File: config.mk
export PLATFORM = sky130hd
export DESIGN_NAME = fetch_queue_unit_flat
export DESIGN_NICKNAME = d
export VERILOG_FILES = /design/src/rtl/fetch_queue_unit_if.sv /design/src/rtl/fetch_queue_unit.sv /design/src/flat_wrapper.sv
export SDC_FILE = /design/constraint.sdc
export NUM_CORES = 1
export LEC_CHECK = 0
export CAP_MARGIN = 0
export CORE_MARGIN = 5
export CORE_UTILIZATION = 50
export CTS_BUF_LIST = sky130_fd_sc_hd__clkbuf_4
export DETAILED_ROUTE_END_ITERATION = 10
export GPL_TIMING_DRIVEN = 1
export HOLD_SLACK_MARGIN = 0.06
export PLACE_DENSITY = 0.71
export SETUP_SLACK_MARGIN = 0.05
export SLEW_MARGIN = 20
export SYNTH_ARGS = -nofsm -noshare
export SYNTH_HDL_FRONTEND = slang
export SYNTH_SLANG_ARGS = --single-unit
export TNS_END_PERCENT = 5
File: constraint.sdc
create_clock -name clk -period 2.6 [get_ports clk]
set_clock_uncertainty 0.1 [all_clocks]
set_input_delay 0.65 -clock clk [delete_from_list [all_inputs] [get_ports clk]]
set_output_delay 0.65 -clock clk [all_outputs]
set_load 0.1 [all_outputs]
File: src/rtl/fetch_queue_unit_if.sv
// Bundles the fetch unit's instruction-memory request/response channel and its
// valid/ready handoff to decode.
interface fetch_queue_unit_if #(
    parameter int unsigned INSTR_W = 16,
    parameter int unsigned ADDR_W  = 16
);
    logic               imem_req_valid;
    logic               imem_req_ready;
    logic [ADDR_W-1:0]  imem_addr;
    logic               imem_rsp_valid;
    logic [INSTR_W-1:0] imem_rsp_data;
    logic               id_valid;
    logic               id_ready;
    logic [INSTR_W-1:0] id_instr;
    logic [ADDR_W-1:0]  id_pc;
    logic [3:0]         id_opcode;

    modport master (
        output imem_req_valid, imem_addr, id_valid, id_instr, id_pc, id_opcode,
        input  imem_req_ready, imem_rsp_valid, imem_rsp_data, id_ready
    );

    modport slave (
        input  imem_req_valid, imem_addr, id_valid, id_instr, id_pc, id_opcode,
        output imem_req_ready, imem_rsp_valid, imem_rsp_data, id_ready
    );
endinterface

File: src/rtl/fetch_queue_unit.sv
// Decoupled fetch stage: credit-limited request issue, in-order prefetch queue and
// redirect flush. Optional HALT stop on opcode 4'hF is enabled by `define FETCH_HALT_EN.
module fetch_queue_unit #(
    parameter int unsigned INSTR_W  = 16,
    parameter int unsigned ADDR_W   = 16,
    parameter int unsigned PC_STEP  = 2,
    parameter int unsigned RESET_PC = 0,
    parameter int unsigned QDEPTH   = 4
) (
    input  logic              clk,
    input  logic              rst,
    input  logic              redirect,
    input  logic [ADDR_W-1:0] redirect_pc,
    output logic              halted,
    fetch_queue_unit_if.master bus
);

    localparam int unsigned PTR_W = $clog2(QDEPTH);
    localparam int unsigned CNT_W = $clog2(QDEPTH + 1);

    logic [ADDR_W-1:0]  fetch_pc;
    logic [CNT_W-1:0]   count;
    logic [CNT_W-1:0]   outstanding;
    logic [CNT_W-1:0]   drop;
    logic [PTR_W-1:0]   q_head;
    logic [PTR_W-1:0]   q_tail;
    logic [PTR_W-1:0]   pf_head;
    logic [PTR_W-1:0]   pf_tail;
    logic [INSTR_W-1:0] q_instr [QDEPTH];
    logic [ADDR_W-1:0]  q_pc    [QDEPTH];
    logic [ADDR_W-1:0]  pc_fifo [QDEPTH];

    logic               halt_q;
    logic [CNT_W:0]     in_use;
    logic               credit_ok;
    logic               req_fire;
    logic               rsp_drop;
    logic               push;
    logic               pop;
    logic [INSTR_W-1:0] head_instr;

    // Credits cover queued entries plus every request still in flight, stale or not.
    assign in_use    = (CNT_W+1)'(count) + (CNT_W+1)'(outstanding);
    assign credit_ok = in_use < (CNT_W+1)'(QDEPTH);

    assign bus.imem_req_valid = !rst && !redirect && credit_ok && !halt_q;
    assign bus.imem_addr      = fetch_pc;
    assign req_fire           = bus.imem_req_valid && bus.imem_req_ready;

    assign rsp_drop = bus.imem_rsp_valid && (drop != '0);
    assign push     = bus.imem_rsp_valid && (drop == '0) && !halt_q;
    assign pop      = (count != '0) && bus.id_ready;

    assign head_instr    = q_instr[q_head];
    assign bus.id_valid  = (count != '0);
    assign bus.id_instr  = head_instr;
    assign bus.id_pc     = q_pc[q_head];
    assign bus.id_opcode = head_instr[INSTR_W-1 -: 4];

`ifdef FETCH_HALT_EN
    // Sticky stop once a HALT enters the queue; only reset or redirect resume fetch.
    always_ff @(posedge clk) begin
        if (rst || redirect) begin
            halt_q <= 1'b0;
        end else if (push && (bus.imem_rsp_data[INSTR_W-1 -: 4] == 4'hF)) begin
            halt_q <= 1'b1;
        end
    end
    assign halted = halt_q;
`else
    assign halt_q = 1'b0;
    assign halted = 1'b0;
`endif

    // Control state: PC, credit counters and queue/PC-FIFO pointers.
    always_ff @(posedge clk) begin
        if (rst) begin
            fetch_pc    <= ADDR_W'(RESET_PC);
            count       <= '0;
            outstanding <= '0;
            drop        <= '0;
            q_head      <= '0;
            q_tail      <= '0;
            pf_head     <= '0;
            pf_tail     <= '0;
        end else if (redirect) begin
            // Nothing issues this cycle, so all remaining in-flight responses are stale.
            fetch_pc    <= redirect_pc;
            count       <= '0;
            q_head      <= '0;
            q_tail      <= '0;
            pf_head     <= '0;
            pf_tail     <= '0;
            outstanding <= outstanding - CNT_W'(bus.imem_rsp_valid);
            drop        <= outstanding - CNT_W'(bus.imem_rsp_valid);
        end else begin
            if (req_fire) begin
                fetch_pc <= fetch_pc + ADDR_W'(PC_STEP);
                pf_tail  <= pf_tail + PTR_W'(1);
            end
            outstanding <= outstanding + CNT_W'(req_fire) - CNT_W'(bus.imem_rsp_valid);
            if (rsp_drop) begin
                drop <= drop - CNT_W'(1);
            end
            // Dropped responses have no PC FIFO entry; halt-discarded ones do.
            if (bus.imem_rsp_valid && !rsp_drop) begin
                pf_head <= pf_head + PTR_W'(1);
            end
            if (push) begin
                q_tail <= q_tail + PTR_W'(1);
            end
            if (pop) begin
                q_head <= q_head + PTR_W'(1);
            end
            count <= count + CNT_W'(push) - CNT_W'(pop);
        end
    end

    // Storage arrays; pointers reset above make stale contents unreachable.
    always_ff @(posedge clk) begin
        if (req_fire) begin
            pc_fifo[pf_tail] <= fetch_pc;
        end
        if (push) begin
            q_instr[q_tail] <= bus.imem_rsp_data;
            q_pc[q_tail]    <= pc_fifo[pf_head];
        end
    end

endmodule

File: src/flat_wrapper.sv
// flat-port wrapper written by rule: the top's interface ports become plain ports
module fetch_queue_unit_flat 
#(
    parameter int unsigned INSTR_W  = 16,
    parameter int unsigned ADDR_W   = 16,
    parameter int unsigned PC_STEP  = 2,
    parameter int unsigned RESET_PC = 0,
    parameter int unsigned QDEPTH   = 4
)
  (clk, rst, redirect, redirect_pc, halted, bus_imem_req_valid, bus_imem_addr, bus_id_valid, bus_id_instr, bus_id_pc, bus_id_opcode, bus_imem_req_ready, bus_imem_rsp_valid, bus_imem_rsp_data, bus_id_ready);
  fetch_queue_unit_if #(.INSTR_W(INSTR_W), .ADDR_W(ADDR_W)) bus_i ();
  input  logic clk;
  input  logic rst;
  input  logic redirect;
  input  logic [ADDR_W-1:0] redirect_pc;
  output logic halted;
  output wire logic [$bits(bus_i.imem_req_valid)-1:0] bus_imem_req_valid;
  output wire logic [$bits(bus_i.imem_addr)-1:0] bus_imem_addr;
  output wire logic [$bits(bus_i.id_valid)-1:0] bus_id_valid;
  output wire logic [$bits(bus_i.id_instr)-1:0] bus_id_instr;
  output wire logic [$bits(bus_i.id_pc)-1:0] bus_id_pc;
  output wire logic [$bits(bus_i.id_opcode)-1:0] bus_id_opcode;
  input wire logic [$bits(bus_i.imem_req_ready)-1:0] bus_imem_req_ready;
  input wire logic [$bits(bus_i.imem_rsp_valid)-1:0] bus_imem_rsp_valid;
  input wire logic [$bits(bus_i.imem_rsp_data)-1:0] bus_imem_rsp_data;
  input wire logic [$bits(bus_i.id_ready)-1:0] bus_id_ready;
  assign bus_imem_req_valid = bus_i.imem_req_valid;
  assign bus_imem_addr = bus_i.imem_addr;
  assign bus_id_valid = bus_i.id_valid;
  assign bus_id_instr = bus_i.id_instr;
  assign bus_id_pc = bus_i.id_pc;
  assign bus_id_opcode = bus_i.id_opcode;
  assign bus_i.imem_req_ready = bus_imem_req_ready;
  assign bus_i.imem_rsp_valid = bus_imem_rsp_valid;
  assign bus_i.imem_rsp_data = bus_imem_rsp_data;
  assign bus_i.id_ready = bus_id_ready;
  fetch_queue_unit #(.INSTR_W(INSTR_W), .ADDR_W(ADDR_W), .PC_STEP(PC_STEP), .RESET_PC(RESET_PC), .QDEPTH(QDEPTH)) u_core (.clk(clk), .rst(rst), .redirect(redirect), .redirect_pc(redirect_pc), .halted(halted), .bus(bus_i));
endmodule
After elaboration in Yosys (flattened, before gate mapping):

Memory sizes are Yosys's and may differ from the RTL's. A register that Yosys moved wholly into a read port is not among the register bits.
Cells that the tools add are included.

* output and inout port bits: 55
* bits in registers: 33
* word-level logic and storage cells: 55
* latch bits: 0
* memories kept: 3
* memory bits (read-only): 0
* bits of input ports: 38
* RAM bits: 192

* bitwise operators: 0
* shift-type cells: 0
* reduce and logical (&&, ||, !) cells: 16
* multiplexer cells: 15
* $add $sub $neg: 12
* order comparisons: 1
* divide/modulo/power cells: 0
* equal/unequal tests: 0
* $mul: 0

Memories
* u_core.pc_fifo: depth 4, bits a word 16, rd ports 1, clocked after Yosys merged registers in 1, write ports 1, RTL line fetch_queue_unit.sv:31 `logic [ADDR_W-1:0] pc_fifo [QDEPTH];`
* u_core.q_instr: depth 4, bits a word 16, rd ports 1, clocked after Yosys merged registers in 1, write ports 1, RTL line fetch_queue_unit.sv:29 `logic [INSTR_W-1:0] q_instr [QDEPTH];`
* u_core.q_pc: depth 4, bits a word 16, rd ports 1, clocked after Yosys merged registers in 1, write ports 1, RTL line fetch_queue_unit.sv:30 `logic [ADDR_W-1:0] q_pc [QDEPTH];`

Operator list (number)
* $mux 16: 2
* $add 16x2->16 const B: 1
* $mux 2: 6
* $mux 3: 3
* $sub 3x1->3: 3
* $add 2x1->2 const B: 4
* $logic_and 1x1->1: 7
* $add 3x1->3: 2
* $reduce_bool 3->1: 2
* $add 3x3->4: 1
* $lt 4x3->1 const B: 1
* $mux 1: 4
* $reduce_bool 2->1: 2
* $logic_not 1->1: 3
* $logic_not 3->1: 1
* $sub 3x1->3 const B: 1
* $reduce_or 2->1: 1

Longest topological paths before layout:

Gate-level depths: netlist (run 1).

* word-level depth: 7
* depth in mapped cells: 11
* mapped depth without buffers: 10

Worst setup path before layout (run 1):

No wires, ideal clock.

* path kind: input -> output
* from: in redirect
* to: out bus_imem_req_valid
* path slack: -1.298 ns
* data arrival time: 3.148 ns
* stages on the path: 4
* path buffers: 1
* data required time: 1.850 ns
* cell sequence: buf_6 nor3_4 nand2_1 nor3_1

* cells in the longest elaborated chain, start to end: 3

Ends and longest elaborated chain
* start, declared: RTL line flat_wrapper.sv:14 `input logic redirect;`
* $logic_not 1->1: RTL line fetch_queue_unit.sv:46 `assign bus.imem_req_valid = !rst && !redirect && credit_ok && !halt_q;`
* $logic_and 1x1->1 (2 in series): RTL line fetch_queue_unit.sv:46
* end, declared: RTL line flat_wrapper.sv:17 `output wire logic [$bits(bus_i.imem_req_valid)-1:0] bus_imem_req_valid;`

Every way passes these cells.

==> results of run 1 <==
per-layer routing:
metal,up-vias,routed length [um]
met3,21,1230
met2,168,8320
li1,2288,-
met4,0,233
met1,2496,6690
met5,-,0
per-stage QoR:
| stage | area (um^2) | hold WS (ps) | utilization | TNS (ps) |
|---|---|---|---|---|
| 2_1_floorplan | 9020 | 367 | - | -152 |
| 5_1_grt | 11500 | 435 | 0.646 | -9040 |
| 3_3_place_gp | 10700 | 387 | 0.600 | -218 |
| 3_5_place_dp | 10700 | 402 | 0.600 | -418 |
| 6_report | 11500 | 405 | 0.646 | -4960 |
| 4_1_cts | 11500 | 413 | 0.646 | -8260 |
cells by family after synthesis:
group,count (synthesis),share of synthesized area
flops,229,0.722
xor+xnor,12,0.0117
compound gates,42,0.0325
fa+ha+maj,21,0.0308
simple gates,91,0.0561
other cells,1,0.000416
mux,51,0.123
buf+inv,45,0.0226
power breakdown:
part	switching [W]	internal (W)
combinational	0.00107	0.000630
sequential	0.0000890	0.00413
clock	0.00129	0.00149
sequential cells by signal, summed over array words and instances, names as in the netlist, named ones only:
name / count
u_core.q_tail: 2
u_core.pc_fifo: 64
u_core.drop: 3
u_core.count: 3
u_core.outstanding: 3
u_core.q_pc: 64
u_core.q_instr: 64
u_core.pf_tail: 2
u_core.q_head: 2
u_core.pf_head: 2
u_core.bus.imem_addr: 16
synth_stat cells, drive strengths merged, types with 6 or more instances:
cell,n,area share
dfxtp,37,0.082
or3,6,0.0042
ha,19,0.026
edfxtp,192,0.64
buf,15,0.010
nand2,26,0.011
and2,8,0.0056
nand3,11,0.0067
inv,18,0.0075
a31oi,12,0.0083
nor2,16,0.0067
clkbuf,11,0.0046
o211ai,6,0.0050
a21oi,9,0.0050
mux4,48,0.12
xnor2,9,0.0088
layout by cell type (no fill, tap or decap), drive strengths merged, types with 2 or more instances in the layout:
master         count
buf               81
nand2             26
inv               18
nand3             11
o311ai             4
mux2i              3
ha                19
xor2               3
a21oi              9
a32oi              2
or4b               2
xnor2              9
edfxtp           192
or3                6
and2               8
clkbuf            80
mux4              48
clkinv            17
or4                4
nand4              5
o211ai             6
fa                 2
nor3b              2
a31oi             12
and3               3
dfxtp             37
nor2              16
nor3               2
clkdlybuf4s50     37
final timing paths:
path | end | slack [ps] | depth (start not counted)
worst max-delay path | bus_id_instr[2] | -200 | 4
worst min-delay path | u_core.pf_tail[1] | 410 | 2
worst max register to register | u_core.outstanding[2] | 240 | 10
worst min register to register | u_core.pf_tail[1] | 410 | 2
area by class of cell:
cell class / instances / share of cell area
sequential: 229 / 0.566
multi-input combinational: 218 / 0.202
timing repair buffer: 119 / 0.141
clock buffer: 79 / 0.0515
tap: 229 / 0.0249
clock inverter: 18 / 0.00880
inverter: 19 / 0.00619
worst max-delay path, cell delays in order, from the launching register on:
cell	delay (ps)
dfxtp_4	400
buf_12	130
clkbuf_16	140
mux4_2	540
buf_12	190
timing repair:
action | CTS | global route
setup endpoints to repair | 37 | 37
pin swaps | 2 | 2
hold buffers | 0 | 0
gates resized for setup | 9 | 2
buffers inserted | 4 | 0
cloned | 1 | 1
==> summary.md, run 1 <==
| Metric | Value |
|---|---|
| DP HPWL | 10200 um |
| Setup crit start kind | flop |
| Cell Area, Synth | 9010 um^2 |
| Die area | 20800 um^2 |
| Routed WL per cell | 18.1 um |
| GRT Residual Overflow | 0 |
| Post-Syn Instances | 492 |
| WP data required | 1850 ps |
| Initial Utilization | 0.505 |
| Met3 Track Usage GR | 0.0453 |
| Seq/Total Area, Yosys | 0.722 |
| Number of global-route vias before repair | 5353 |
| Clock Sinks | around 230 |
| Finished Layout Cells | between 900 and 1000 |
| Rel. slew slack | 0.495 |
| Ys flop type | edfxtp_1 |
| Synth warn | 0 |
| Residual DRC | 0 |
| R2r startpoint | u_core.count[1] |
| Die Y | 144 um |
| Detailed Routing Iterations Pass 1 | 4 |
| Diodes inserted | 0 |
| Mapped Avg Cell Area | roughly 18 um^2 |
| CP Class | reg2out |
| Share of the clock period used by the worst path | 1.08 |
| Root Buffer | clkbuf_4 |
| # fillers | 1262 |
| Layout cell share with drive strength beyond 1 | 0.333 |
| VDD IR max | 0.397 mV |
| Failing checks | setup timing |
| Peak Freq | 357 MHz |
| GR Util met2 | 0.280 |
| CTS max path bufs | 3 |
| Worst setup margin | -203 ps |
| Worst EP arrival | 2050 ps |
| GPL Wtd Cong | 0.830 |
| Initial antenna violation count | 0 |
| Worst Max-Slew Pin Slew | between 700 and 800 ps |
| CP Max Fanout | 5 |
| Final setup violating endpoints | 37 |
| DRT Wirelength | 16500 um |
| Register area | 6520 um^2 |
| EDFF count, synth | 192 |
| Pwr/cell area | 756 nW/um^2 |
| TritonCTS clock tree | done |
| Clock Latency Late Sink | 620 ps |
| Net Count, Synth | 551 |
| Initial drt markers | roughly 270 |
| PortBufs | 91 |
| Met1 usage | 0.203 |
| Crit. End Element | output port |
| Chip width | 144 um |
| Antenna Nets Post-Route | 0 |
| Max Slew Vio Count | 0 |
| #FFs+latches synth | 229 |
| Placed cell count | 809 |
| Footprint of the multi-input gates | 2330 um^2 |
| Final nets | 699 |
| I/O pins | 93 |
| Hold_sp | u_core.pf_tail[1] |
| Cell Rows | 49 |
| P_leak | 3.95 nW |
| Gr busiest metal | met2 |
| Final Power | between 0.008 and 0.009 W |
| P&R area growth vs syn | 27.9% |
| Min-delay worst type | reg2reg |
| Gr usage total | 0.164 |
| Core Area | 17800 um^2 |
| Cell variety after synth | 52 |
| First-pass GRT wire length | 26600 um |
| Status | finished, violations left |
| Pre-CTS WS | -195 ps |
| Num CTS Buffers | 53 |
| FFs w/ async S/R, synth | 0 |
| Via Count | around 5000 |
| RSZ-0062 raised after global routing | true |
| Min cycle time layout | 2800 ps |
| Max-Cap Viols | 0 |
| Largest net degree at the start of global routing | 33 |
| Final Hold Fails | 0 |
| Vias/cell | roughly 5.5 |
| H-tree levels | 2 |
| Clk pin slew, worst setup/hold paths | 70 ps |
Note: power is estimated with default switching activity, not from simulation.
==> run 2, diff against run 1 <==
--- a/config.mk
+++ b/config.mk
@@ -13,7 +13,7 @@
 export GPL_TIMING_DRIVEN = 1
 export HOLD_SLACK_MARGIN = 0.06
 export PLACE_DENSITY = 0.71
-export SETUP_SLACK_MARGIN = 0.05
+export SETUP_SLACK_MARGIN = 0.02
 export SLEW_MARGIN = 20
 export SYNTH_ARGS = -nofsm -noshare
 export SYNTH_HDL_FRONTEND = slang
==> results of run 2 <==
The final DEF is identical to that of run 1; final timing and power are the same.
